`src/rtl/instr_seq_ctrl.sv`:
```
// instr_seq_ctrl: multi-cycle fetch/decode/execute/memory/writeback sequencer.
// Ports: i_clk, i_rst_n (async low), i_halt, i_opcode[6:0], i_imem_ack,
//   i_dmem_ack in; o_imem_req, o_ir_we, o_dec_en, o_alu_en, o_dmem_req,
//   o_dmem_we, o_rf_we, o_pc_we, o_halted, o_illegal, o_timeout, o_state[2:0] out.
// Optional memory-ack timeout: define INSTR_SEQ_MEM_TIMEOUT_EN.
module instr_seq_ctrl #(
    parameter int TIMEOUT_CYCLES = 16
) (
    input  logic       i_clk,
    input  logic       i_rst_n,
    input  logic       i_halt,
    input  logic [6:0] i_opcode,
    input  logic       i_imem_ack,
    input  logic       i_dmem_ack,
    output logic       o_imem_req,
    output logic       o_ir_we,
    output logic       o_dec_en,
    output logic       o_alu_en,
    output logic       o_dmem_req,
    output logic       o_dmem_we,
    output logic       o_rf_we,
    output logic       o_pc_we,
    output logic       o_halted,
    output logic       o_illegal,
    output logic       o_timeout,
    output logic [2:0] o_state
);

    typedef enum logic [2:0] {
        S_IDLE   = 3'd0,
        S_FETCH  = 3'd1,
        S_DECODE = 3'd2,
        S_EXEC   = 3'd3,
        S_MEM    = 3'd4,
        S_WB     = 3'd5,
        S_HALT   = 3'd6,
        S_TRAP   = 3'd7
    } state_t;

    typedef enum logic [1:0] {
        C_ALU    = 2'd0,
        C_LOAD   = 2'd1,
        C_STORE  = 2'd2,
        C_BRANCH = 2'd3
    } cls_t;

    state_t state_q, state_d;
    cls_t   cls_q, cls_d;
    cls_t   dec_cls;
    logic   dec_illegal;
    logic   boundary;
    logic   tmo_hit;
    logic   tmo_q;

    always_comb begin
        dec_cls     = C_ALU;
        dec_illegal = 1'b0;
        case (i_opcode)
            7'b0000011: dec_cls = C_LOAD;
            7'b0100011: dec_cls = C_STORE;
            7'b0110011,
            7'b0010011,
            7'b0110111: dec_cls = C_ALU;
            7'b1100011: dec_cls = C_BRANCH;
            default:    dec_illegal = 1'b1;
        endcase
    end

`ifdef INSTR_SEQ_MEM_TIMEOUT_EN
    localparam int CW = $clog2(TIMEOUT_CYCLES) + 1;

    logic [CW-1:0] cnt_q, cnt_d;
    logic          waiting;
    logic          tmo_d;

    assign waiting = (state_q == S_FETCH && !i_imem_ack) ||
                     (state_q == S_MEM && !i_dmem_ack);
    assign tmo_hit = waiting && (cnt_q == CW'(TIMEOUT_CYCLES - 1));

    // Counter restarts on every state entry so each wait is bounded alone.
    always_comb begin
        cnt_d = cnt_q;
        if (state_d != state_q) begin
            cnt_d = '0;
        end else if (waiting) begin
            cnt_d = cnt_q + 1'b1;
        end
    end

    assign tmo_d = tmo_q | tmo_hit;

    always_ff @(posedge i_clk or negedge i_rst_n) begin
        if (!i_rst_n) begin
            cnt_q <= '0;
            tmo_q <= 1'b0;
        end else begin
            cnt_q <= cnt_d;
            tmo_q <= tmo_d;
        end
    end
`else
    logic unused_tmo_param;

    assign tmo_hit          = 1'b0;
    assign tmo_q            = 1'b0;
    assign unused_tmo_param = (TIMEOUT_CYCLES > 0);
`endif

    // Cycles in which the instruction retires and i_halt is honoured.
    assign boundary = (state_q == S_EXEC && cls_q == C_BRANCH) ||
                      (state_q == S_MEM && i_dmem_ack && cls_q == C_STORE) ||
                      (state_q == S_WB);

    always_comb begin
        state_d = state_q;
        cls_d   = cls_q;
        case (state_q)
            S_IDLE:   state_d = i_halt ? S_HALT : S_FETCH;
            S_FETCH: begin
                if (i_imem_ack) begin
                    state_d = S_DECODE;
                end else if (tmo_hit) begin
                    state_d = S_TRAP;
                end
            end
            S_DECODE: begin
                cls_d   = dec_cls;
                state_d = dec_illegal ? S_TRAP : S_EXEC;
            end
            S_EXEC: begin
                case (cls_q)
                    C_LOAD,
                    C_STORE: state_d = S_MEM;
                    C_ALU:   state_d = S_WB;
                    default: state_d = i_halt ? S_HALT : S_FETCH;
                endcase
            end
            S_MEM: begin
                if (i_dmem_ack) begin
                    if (cls_q == C_STORE) begin
                        state_d = i_halt ? S_HALT : S_FETCH;
                    end else begin
                        state_d = S_WB;
                    end
                end else if (tmo_hit) begin
                    state_d = S_TRAP;
                end
            end
            S_WB:     state_d = i_halt ? S_HALT : S_FETCH;
            S_HALT:   state_d = i_halt ? S_HALT : S_FETCH;
            default:  state_d = S_TRAP;
        endcase
    end

    always_ff @(posedge i_clk or negedge i_rst_n) begin
        if (!i_rst_n) begin
            state_q <= S_IDLE;
            cls_q   <= C_ALU;
        end else begin
            state_q <= state_d;
            cls_q   <= cls_d;
        end
    end

    always_comb begin
        o_imem_req = 1'b0;
        o_ir_we    = 1'b0;
        o_dec_en   = 1'b0;
        o_alu_en   = 1'b0;
        o_dmem_req = 1'b0;
        o_dmem_we  = 1'b0;
        o_rf_we    = 1'b0;
        o_pc_we    = 1'b0;
        o_halted   = 1'b0;
        o_illegal  = 1'b0;
        o_timeout  = 1'b0;
        case (state_q)
            S_FETCH: begin
                o_imem_req = 1'b1;
                o_ir_we    = i_imem_ack;
            end
            S_DECODE: o_dec_en = 1'b1;
            S_EXEC: begin
                o_alu_en = 1'b1;
                o_pc_we  = boundary;
            end
            S_MEM: begin
                o_dmem_req = 1'b1;
                o_dmem_we  = (cls_q == C_STORE);
                o_pc_we    = boundary;
            end
            S_WB: begin
                o_rf_we = 1'b1;
                o_pc_we = 1'b1;
            end
            S_HALT: o_halted = 1'b1;
            S_TRAP: begin
                o_illegal = !tmo_q;
                o_timeout = tmo_q;
            end
            default: ;
        endcase
    end

    assign o_state = state_q;

endmodule

```
`config.mk`:
```
export PLATFORM = sky130hd
export DESIGN_NAME = instr_seq_ctrl
export DESIGN_NICKNAME = d
export VERILOG_FILES = /design/src/rtl/instr_seq_ctrl.sv
export SDC_FILE = /design/constraint.sdc
export NUM_CORES = 1
export LEC_CHECK = 0
export CAP_MARGIN = 20
export CORE_MARGIN = 10
export CORE_UTILIZATION = 37
export CTS_CLUSTER_DIAMETER = 150
export CTS_CLUSTER_SIZE = 40
export DETAILED_ROUTE_END_ITERATION = 10
export PLACE_DENSITY = 0.76
export SLEW_MARGIN = 20
export SYNTH_ARGS = -nofsm -noshare
export SYNTH_HDL_FRONTEND = slang
export SYNTH_SLANG_ARGS = --single-unit
```
`constraint.sdc`:
```
create_clock -name i_clk -period 1.8 [get_ports i_clk]
set_input_delay 0.45 -clock i_clk [delete_from_list [all_inputs] [get_ports i_clk]]
set_output_delay 0.45 -clock i_clk [all_outputs]
set_load 0.1 [all_outputs]
```
==> impl_metrics.json <==
{
  "num-fill-cells": 54,
  "io_buffers": 24,
  "post_drt_wl_per_cell_um": 19.6,
  "synth.net_count": 78,
  "clock_path_buffers": 2,
  "hold_buffers": 0,
  "avgSynthCellArea_um2": 7.49,
  "synth.top_cells.by_count": "nor2_1, dfrtp_1, a21oi_1, nand2_1",
  "preCtsSetupSlack_ns": -0.248,
  "grt_pass1_wl_mm": 3.71,
  "htreeDepth": 1,
  "yosys.area_share.simple_pct": 32.9,
  "worst_ep_arrival_time_ns": 1.44,
  "initial_core_util_pct": 38.5,
  "vias_per_cell": 6.10,
  "synth_top_family_by_area": "simple AND/OR/NAND/NOR gates",
  "finalCritPeriodShare_pct": 105,
  "worstPathRequired_ns": 1.35,
  "drive_above_1_share_pct": 51.8,
  "crit_fanout": 7,
  "gr-total-overflow": 0,
  "crit_family": "flip-flops",
  "syn-instance-count": 66,
  "finalCriticalPeriod_ns": 1.89,
  "die_w_um": 56.5,
  "syn_area_um2": 494,
  "gp_congestion": 0.836,
  "drv_cap": 0,
  "firstDrtPassIters": 4,
  "slew_violations": 0,
  "num_antenna_cells": 0,
  "hold_violations": 0,
  "synth_cell_types": 35,
  "postLayoutCellArea_um2": 1170,
  "grtUsageTotal_pct": 14.2,
  "cp_num_buf_inv": 2,
  "async_flop_share_pct": 100,
  "yosys-top-cells-area": "dfrtp_1, nand3b_1, nor2_1",
  "synth_top_area_share_pct": 25.3,
  "end_kind": "output pin",
  "dp_cells": 114,
  "syn_to_final_growth_pct": 136,
  "muxShareOfSynthArea_pct": 0,
  "cts.sinks": 5,
  "setup_viol": 6,
  "fp.coreArea_um2": 1280,
  "path_class": "register to output pin",
  "antenna_found_initial": 0,
  "synth-compound-area-share_pct": 29.9,
  "place_area_um2": 1060,
  "status": "finished, violations left",
  "grt_pass1_vias": 760,
  "synth-xor-area-share_pct": 3.54,
  "clock_skew_ns": 0.000440,
  "timing.hold.ws_ns": 0.422,
  "yosysWarnings": 0,
  "synth_seq_cells": 5,
  "vias": 762,
  "synthMostInstantiatedCell": "nor2_1",
  "cts_root_buffer": "clkbuf_4",
  "worstPathCellList": "or3_4 > clkinvlp_4 > buf_12",
  "drtIter0Drc": 30,
  "drc": 0,
  "totalWireLength_mm": 2.46,
  "cts_tree": "done",
  "regArea_um2": 136,
  "cpMaxStageDelayCell": "dfrtp_4",
  "place_hpwl_mm": 1.61,
  "rows": 13,
  "cpPeakStageDelay_ns": 0.52,
  "yosysTopAreaCell": "dfrtp_1",
  "ios": 26,
  "layout_setup_ws_ns": -0.0888,
  "rsz0062_at_grt": "yes",
  "max_clock_freq_mhz": 529,
  "worstSkewPairLatency_ns": 0.25,
  "synth_seq_area_share_pct": 25.3,
  "layout.nets": 123,
  "violations": "negative setup slack",
  "stdcell_count": 125,
  "cts_inserted_buffers": 3,
  "postRouteAntennaNets": 0,
  "die_h_um": 56.5,
  "multi_input_area_um2": 430,
  "synthAdderAreaFrac_pct": 0,
  "hp-class": "input port to async pin",
  "synth-edff-count": 0,
  "worst_setup_path_start_kind": "register",
  "clk_pin_slew_worst_paths_ns": 0.05,
  "dieArea_um2": 3200,
  "ys.flop_type": "dfrtp_1",
  "grt_max_degree": 9
}
timing repair:
item,CTS,global route
resized for setup,6,3
pin swaps,6,1
buffers inserted,5,2
endpoints found under the setup margin,5,8
cell families (layout without fill, tap and decap cells):
group           after synthesis  after routing
compound gates               21             21
simple gates                 29             29
flops                         5              5
other cells                   1              1
xor+xnor                      2              2
buf+inv                       8             52
cells in the final DEF (no fill, tap or decap), types with 2 or more instances in the layout:
cell	count
nor2b_1	2
dfrtp_4	3
o21ai_1	2
nor2_1	2
o211ai_1	3
buf_12	13
a21o_1	2
dfrtp_1	2
nor3_1	3
nand3b_1	3
clkbuf_4	3
nand2b_1	2
buf_4	20
clkinvlp_4	2
nor2_4	4
a21oi_1	4
nand2_1	2
clkdlybuf4s50_1	10
o22ai_1	2
layer usage:
metal	part of all wire (%)	up-vias	track usage, %
met3	10	14	6.07
met4	4.6	0	9.97
met2	50	58	24.5
met1	35	359	13.2
met5	0	-	0
li1	-	331	-
sequential cells by signal, indices dropped and copies added, names as in the netlist:
| register | flops |
|---|---|
| cls_q | 2 |
| o_state | 3 |
per-stage QoR:
stage          utilization [%]  TNS [ns]
2_1_floorplan                -     -2.35
3_3_place_gp              82.3    -0.239
3_5_place_dp              82.3    -0.248
4_1_cts                   88.8    -0.224
5_1_grt                   90.8    -0.558
6_report                  90.8    -0.254
worst reg2reg max path, cell delays in order, from the launching register on:
cell      delay (ns)
dfrtp_4         0.52
buf_4           0.16
nand2b_4        0.10
buf_4           0.13
a21oi_1         0.05
a221oi_1        0.35
a21oi_1         0.11
final timing paths:
| kind | start | endpoint | slack [ns] | cells past startpoint |
|---|---|---|---|---|
| worst max-delay path | o_state[0] | o_dec_en | -0.09 | 3 |
| worst min-delay path | i_rst_n | cls_q[0] | 0.42 | 1 |
| worst max register to register | o_state[0] | o_state[0] | 0.25 | 6 |
| worst min register to register | cls_q[1] | cls_q[1] | 0.71 | 3 |
| max in group asynchronous | i_rst_n | o_state[1] | 1.16 | 1 |
| min in group i_clk | cls_q[1] | cls_q[1] | 0.71 | 3 |
layout make-up:
| cell class | instances | share of cell area, % |
|---|---|---|
| Inverter | 3 | 2.04 |
| Multi-Input combinational cell | 53 | 36.9 |
| Sequential cell | 5 | 11.7 |
| Timing Repair Buffer | 45 | 45.6 |
| Clock buffer | 4 | 2.25 |
| Tap cell | 15 | 1.61 |
Power is left out: the tool's default activity adds up to more than one toggle a clock period on the data nets, which glitch-free logic cannot reach.
